[config.mk]
export PLATFORM = sky130hd
export DESIGN_NAME = noc_input_port
export DESIGN_NICKNAME = d
export VERILOG_FILES = /design/src/rtl/noc_input_port.sv
export SDC_FILE = /design/constraint.sdc
export NUM_CORES = 1
export LEC_CHECK = 0
export CORE_MARGIN = 4
export CORE_UTILIZATION = 56
export DETAILED_ROUTE_END_ITERATION = 7
export MAX_ROUTING_LAYER = met4
export PLACE_DENSITY = 0.95
export SLEW_MARGIN = 20
export SYNTH_ARGS = -nofsm -noshare
export SYNTH_HDL_FRONTEND = slang
export SYNTH_SLANG_ARGS = --single-unit
[constraint.sdc]
create_clock -name clk -period 7 [get_ports clk]
set_input_delay 1.05 -clock clk [delete_from_list [all_inputs] [get_ports clk]]
set_output_delay 1.05 -clock clk [all_outputs]
set_load 0.005 [all_outputs]
[src/rtl/noc_input_port.sv]
`default_nettype none
// ============================================================================
// Module   : noc_input_port
// Purpose  : Router input unit for a 2D-mesh NoC. Buffers incoming flits in
//            a DEPTH-entry FIFO, computes the XY route once per packet from
//            its head flit, holds that route for the whole packet and offers
//            flits to the switch allocator / crossbar with a val/gnt
//            handshake. Every dequeued flit returns a one-cycle credit pulse
//            upstream.
//
// Ports    : clk        - clock, rising edge
//            rst        - asynchronous reset, active low
//            X_address  - this router's X coordinate (static)
//            Y_address  - this router's Y coordinate (static)
//            data_in    - incoming flit
//            val_in     - data_in valid; written when FIFO not full
//            full       - FIFO full (registered)
//            ret_in     - credit pulse, one per dequeued flit (registered)
//            data_out   - flit at FIFO head (0 while FIFO empty)
//            val_out    - data_out valid toward the crossbar
//            gnt        - grant from the switch allocator
//            route      - output port of current packet (0=L,1=N,2=S,3=E,4=W)
//            used       - FIFO occupancy
//            err        - sticky error flag (only with NOC_IP_ERR_EN)
//
// Options  : NOC_IP_ERR_EN - when defined, adds the sticky 'err' output, set
//            by a write attempt while full or by a stray body/tail flit
//            discarded while idle.
//
// Revision : 1.0 - initial release
// ============================================================================
module noc_input_port #(
    parameter int DATA_W  = 8,
    parameter int COORD_W = 2,
    parameter int DEPTH   = 4
) (
    input  logic                       clk,
    input  logic                       rst,
    input  logic [COORD_W-1:0]         X_address,
    input  logic [COORD_W-1:0]         Y_address,
    input  logic [DATA_W-1:0]          data_in,
    input  logic                       val_in,
    output logic                       full,
    output logic                       ret_in,
    output logic [DATA_W-1:0]          data_out,
    output logic                       val_out,
    input  logic                       gnt,
    output logic [2:0]                 route,
    output logic [$clog2(DEPTH):0]     used
`ifdef NOC_IP_ERR_EN
    ,
    output logic                       err
`endif
);

    localparam int AW = $clog2(DEPTH);
    localparam int CW = AW + 1;
    localparam logic [CW-1:0] C_DEPTH = CW'(DEPTH);

    localparam logic [2:0] C_PORT_L = 3'd0;
    localparam logic [2:0] C_PORT_N = 3'd1;
    localparam logic [2:0] C_PORT_S = 3'd2;
    localparam logic [2:0] C_PORT_E = 3'd3;
    localparam logic [2:0] C_PORT_W = 3'd4;

    typedef enum logic [0:0] {
        IDLE   = 1'b0,
        ACTIVE = 1'b1
    } state_t;

    // ------------------------------------------------------------------
    // Storage and state
    // ------------------------------------------------------------------
    logic [DATA_W-1:0] mem_q [DEPTH];
    logic [AW-1:0]     wr_ptr_q, wr_ptr_d;
    logic [AW-1:0]     rd_ptr_q, rd_ptr_d;
    logic [CW-1:0]     count_q,  count_d;
    logic              full_q,   full_d;
    logic              ret_q,    ret_d;
    logic [2:0]        route_q,  route_d;
    state_t            state_q,  state_d;
    logic              err_q,    err_d;

    logic [DATA_W-1:0] head_flit;
    logic              empty;
    logic              wr_en;
    logic              grant_pop;
    logic              stray_pop;
    logic              pop;

    // XY dimension-order routing: resolve X first, then Y, else local.
    function automatic logic [2:0] xy_route(
        input logic [COORD_W-1:0] dest_x,
        input logic [COORD_W-1:0] dest_y,
        input logic [COORD_W-1:0] here_x,
        input logic [COORD_W-1:0] here_y
    );
        if (dest_x > here_x)      return C_PORT_E;
        else if (dest_x < here_x) return C_PORT_W;
        else if (dest_y > here_y) return C_PORT_N;
        else if (dest_y < here_y) return C_PORT_S;
        else                      return C_PORT_L;
    endfunction

    // ------------------------------------------------------------------
    // Next-state / output logic
    // ------------------------------------------------------------------
    always_comb begin
        head_flit = mem_q[rd_ptr_q];
        empty     = (count_q == '0);
        // full is sampled before any pop this cycle, so a write on a
        // full FIFO is dropped even if a pop frees a slot at the same edge.
        wr_en     = val_in && !full_q;

        state_d   = state_q;
        route_d   = route_q;
        val_out   = 1'b0;
        grant_pop = 1'b0;
        stray_pop = 1'b0;

        case (state_q)
            IDLE: begin
                if (!empty) begin
                    // Type bit DATA_W-2 is set for head (01) and single (11).
                    if (head_flit[DATA_W-2]) begin
                        route_d = xy_route(head_flit[2*COORD_W-1:COORD_W],
                                           head_flit[COORD_W-1:0],
                                           X_address, Y_address);
                        state_d = ACTIVE;
                    end else begin
                        // Body/tail with no open packet: discard, but still
                        // return its credit so upstream stays in sync.
                        stray_pop = 1'b1;
                    end
                end
            end
            ACTIVE: begin
                val_out = !empty;
                if (!empty && gnt) begin
                    grant_pop = 1'b1;
                    // Type bit DATA_W-1 is set for tail (10) and single (11).
                    if (head_flit[DATA_W-1]) begin
                        state_d = IDLE;
                    end
                end
            end
            default: state_d = IDLE;
        endcase

        pop      = grant_pop || stray_pop;
        wr_ptr_d = wr_en ? wr_ptr_q + AW'(1) : wr_ptr_q;
        rd_ptr_d = pop   ? rd_ptr_q + AW'(1) : rd_ptr_q;
        count_d  = count_q + CW'(wr_en) - CW'(pop);
        full_d   = (count_d == C_DEPTH);
        ret_d    = pop;
        err_d    = err_q || (val_in && full_q) || stray_pop;

        data_out = empty ? '0 : head_flit;
    end

    // ------------------------------------------------------------------
    // Registers
    // ------------------------------------------------------------------
    always_ff @(posedge clk or negedge rst) begin
        if (!rst) begin
            wr_ptr_q <= '0;
            rd_ptr_q <= '0;
            count_q  <= '0;
            full_q   <= 1'b0;
            ret_q    <= 1'b0;
            route_q  <= C_PORT_L;
            state_q  <= IDLE;
            err_q    <= 1'b0;
        end else begin
            wr_ptr_q <= wr_ptr_d;
            rd_ptr_q <= rd_ptr_d;
            count_q  <= count_d;
            full_q   <= full_d;
            ret_q    <= ret_d;
            route_q  <= route_d;
            state_q  <= state_d;
            err_q    <= err_d;
        end
    end

    // Flit storage is not reset; data_out is masked while empty.
    always_ff @(posedge clk) begin
        if (wr_en) begin
            mem_q[wr_ptr_q] <= data_in;
        end
    end

    assign full   = full_q;
    assign ret_in = ret_q;
    assign route  = route_q;
    assign used   = count_q;

`ifdef NOC_IP_ERR_EN
    assign err = err_q;
`else
    // Without the error port the flag has no observer.
    logic unused_err;
    assign unused_err = err_q;
`endif

endmodule
`default_nettype wire
==> run_results.csv <==
group,metric,value,unit
worst_setup_path,crit_required,5.95,ns
clocking,cts_buffer_depth,2,
run,cap_viol_max_count,0,
sta,setup_tns,0,ns
worst_setup_path,worstPathArrival,2.37,ns
yosys,synth_area_leader_cell,"edfxtp_1",
yosys,ys_types,27,
yosys,ys_seq_elements,45,
sta,report.final.slew_viol_count,0,
clocking,clock_latency,0.34,ns
detailed_routing,vias,1069,
floorplan,die_area,0.00459,mm^2
grt,grt_usage,18.7,%
yosys,yosysWarnings,0,
power_and_ir_drop,power_frac_seq,41.8,%
sta,period_minus_slack,3.42,ns
yosys,synth_edf_count,32,
power_and_ir_drop,switching_share,32.6,%
yosys,netlist_instances,118,
detailed_routing,routedWlPerCell,17.6,um
detailed_routing,drtIter0Drc,63,
placement,gp_congestion,0.706,
clocking,clock_sinks,45,
worst_setup_path,start_kind,"flop",
grt,antenna_found_initial,0,
clocking,ctsResizeCount,0,
placement,place_ws,3.40,ns
power_and_ir_drop,p_sw,0.000331,W
worst_setup_path,crit_chain,"mux4_2 > and2b_2 > clkdlybuf4s50_1",
clocking,cts_root_buf,"clkbuf_4",
sta,clock_skew,0.0143,ns
power_and_ir_drop,ir_drop,0.176,mV
grt,grt_pass1_wl,5790,um
sta,hold_ws,0.524,ns
status,status,"complete, no violations",
yosys,synth_top_area_share,48.0,%
floorplan,rows,21,
detailed_routing,via_per_inst,5.32,
worst_setup_path,crit_path_max_incr_delay,0.71,ns
power_and_ir_drop,leakage,0.942,nW
sta,finalWorstSetupSlack,3.58,ns
yosys,syn-num-nets,145,
detailed_routing,dr.pass1.iters,7,
sta,finalSetupViolCount,0,
clocking,ctsHoldBuffers,0,
finish,nets,181,
clocking,cts.reportedPaths.clkPinSlew,0.12,ns
power_and_ir_drop,power_density,420,mW/mm^2
yosys,synth.most_common_cell,"edfxtp_1",
sta,tightest_slew,0.564,ns
grt,grt_max_degree,15,
finish,drive_above_1_share,11.0,%
grt,first_global_vias,1184,
placement,dpl.hpwl,2710,um
placement,numPortBuffers,32,
worst_setup_path,crit_path_end_kind,"output pin",
detailed_routing,drcViolationCount,0,
power_and_ir_drop,comb_power_share,44.7,%
yosys,synth.area.top_cells,"edfxtp_1, dfrtp_1, mux4_1",
sta,fmax,292,MHz
grt,gr-total-overflow,0,
floorplan,die_h,67.8,um
clocking,cts_tree,"built",
yosys,syn_area,0.00200,mm^2
hold_path,holdCritPathClass,"flop to flop",
sta,hold_viol,0,
detailed_routing,drt_wl_total,3540,um
sta,rsz0062_at_grt,"no",
sta,max_slew_margin,62.2,%
power_and_ir_drop,internal_power,0.000685,W
finish,area_growth,21.0,%
yosys,ys.flop_type,"edfxtp_1",
yosys,synth_common_cells,"edfxtp_1, dfrtp_1, inv_1, ha_1, nor2b_1",
clocking,cts_buffers,5,
worst_setup_path,critPathKind,"flop to output pin",
clocking,cts_setup_buffers,0,
floorplan,initial_utilization,59.0,%
clocking,h-tree-depth,2,
finish,final_design_area_no_fill,0.00242,mm^2
floorplan,boundaryPins,33,
floorplan,core-area,0.00339,mm^2
finish,post-route-util,71.4,%
finish,num_antenna_cells,0,
floorplan,dieWidth,67.8,um
yosys,seq_area_frac_synth,64.3,%
sta,min_period_over_period,48.9,%
detailed_routing,ant_nets,0,
power_and_ir_drop,clock_power_share,13.5,%
placement,placed_area,0.00235,mm^2
yosys,avgSynthCellArea,17.0,um^2
yosys,async_flop_share,28.9,%
worst_setup_path,crit_path_max_fanout,10,
worst_setup_path,critPathSlowestCell,"dfrtp_1",
power by group through the flow:
stage | sequential, W | clock, W | combinational [W]
final | 0.000425 | 0.000137 | 0.000454
after global routing | 0.000432 | 0.000157 | 0.000498
after CTS | 0.000425 | 0.000141 | 0.000463
after detailed placement | 0.000430 | 0 | 0.000463
after global placement | 0.000420 | 0 | 0.000427
after floorplan | 0.000399 | 0 | 0.000291
layout make-up:
class / count / area [um^2]
Sequential cell: 45 / 1290
Fill cell: 203 / 968
Multi-Input combinational cell: 58 / 641
Timing Repair Buffer: 32 / 320
Clock buffer: 7 / 66.3
Tap cell: 46 / 57.6
Inverter: 12 / 45.0
Clock inverter: 1 / 5.00
cells by family (layout without fill, tap and decap cells):
group,count (synthesis),after routing,synth area share [%]
AOI/OAI and AO/OA,7,7,2.75
xor gates and xnor gates,5,5,2.19
adders and majority gates,11,11,7.25
buffers and inverters,15,52,3.69
DFF,45,45,64.3
muxes,11,11,12.0
and+or+nand+nor,24,24,7.82
metal layers:
layer  share of wire (%)  GRT usage [%]  vias to the layer above
met5                   0              -                        -
met4                 1.1           5.21                        0
met3                 5.8           5.16                        4
met2                  56           35.5                       35
met1                  37           18.4                      529
li1                    -              -                      501
critical path, delay by kind of cell (launching register included):
kind / cells / cell delay (ns)
muxes: 1 / 0.62
DFF: 1 / 0.71
and+or+nand+nor: 1 / 0.25
buffers and inverters: 1 / 0.45
sequential cells by signal (all words and copies together) (netlist names):
register,count
rd_ptr_q,2
state_q,1
used,3
full,1
ret_in,1
mem_q,32
route,3
wr_ptr_q,2
per-stage QoR:
step | power (W) | cells
3_3_place_gp | 0.000848 | 193
4_1_cts | 0.00103 | 201
2_1_floorplan | 0.000691 | 118
6_report | 0.00102 | 201
5_1_grt | 0.00109 | 201
3_5_place_dp | 0.000894 | 193
final timing paths:
kind / from / endpoint / slack [ns] / cells past startpoint
worst max-delay path: rd_ptr_q[0] / data_out[6] / 3.58 / 3
min in group asynchronous: rst / wr_ptr_q[1] / 1.05 / 1
worst min register to register: route[1] / route[1] / 0.52 / 1
worst min-delay path: route[1] / route[1] / 0.52 / 1
max in group asynchronous: rst / used[2] / 5.58 / 1
worst max register to register: rd_ptr_q[0] / full / 3.90 / 9
placed cells by master, fill, tap and decap left out:
cell type         n
a31oi_1           2
and2_1            4
xor2_1            1
nand2_1           2
clkbuf_1          1
a21oi_1           1
mux4_2            1
ha_1             10
a211oi_4          1
and2b_2           2
fa_1              1
nor2b_1           8
clkbuf_4          5
mux2_2            3
dfrtp_1          13
edfxtp_1         32
nor3b_1           1
xnor2_1           4
o21ai_0           2
clkdlybuf4s50_1  32
nand2_4           1
nor3_4            1
nor2_1            4
nand2_2           1
o211ai_1          1
mux4_1            7
clkinv_2          1
inv_1            12
clkbuf_16         1
No activity file was read; power rests on OpenSTA's default activity.
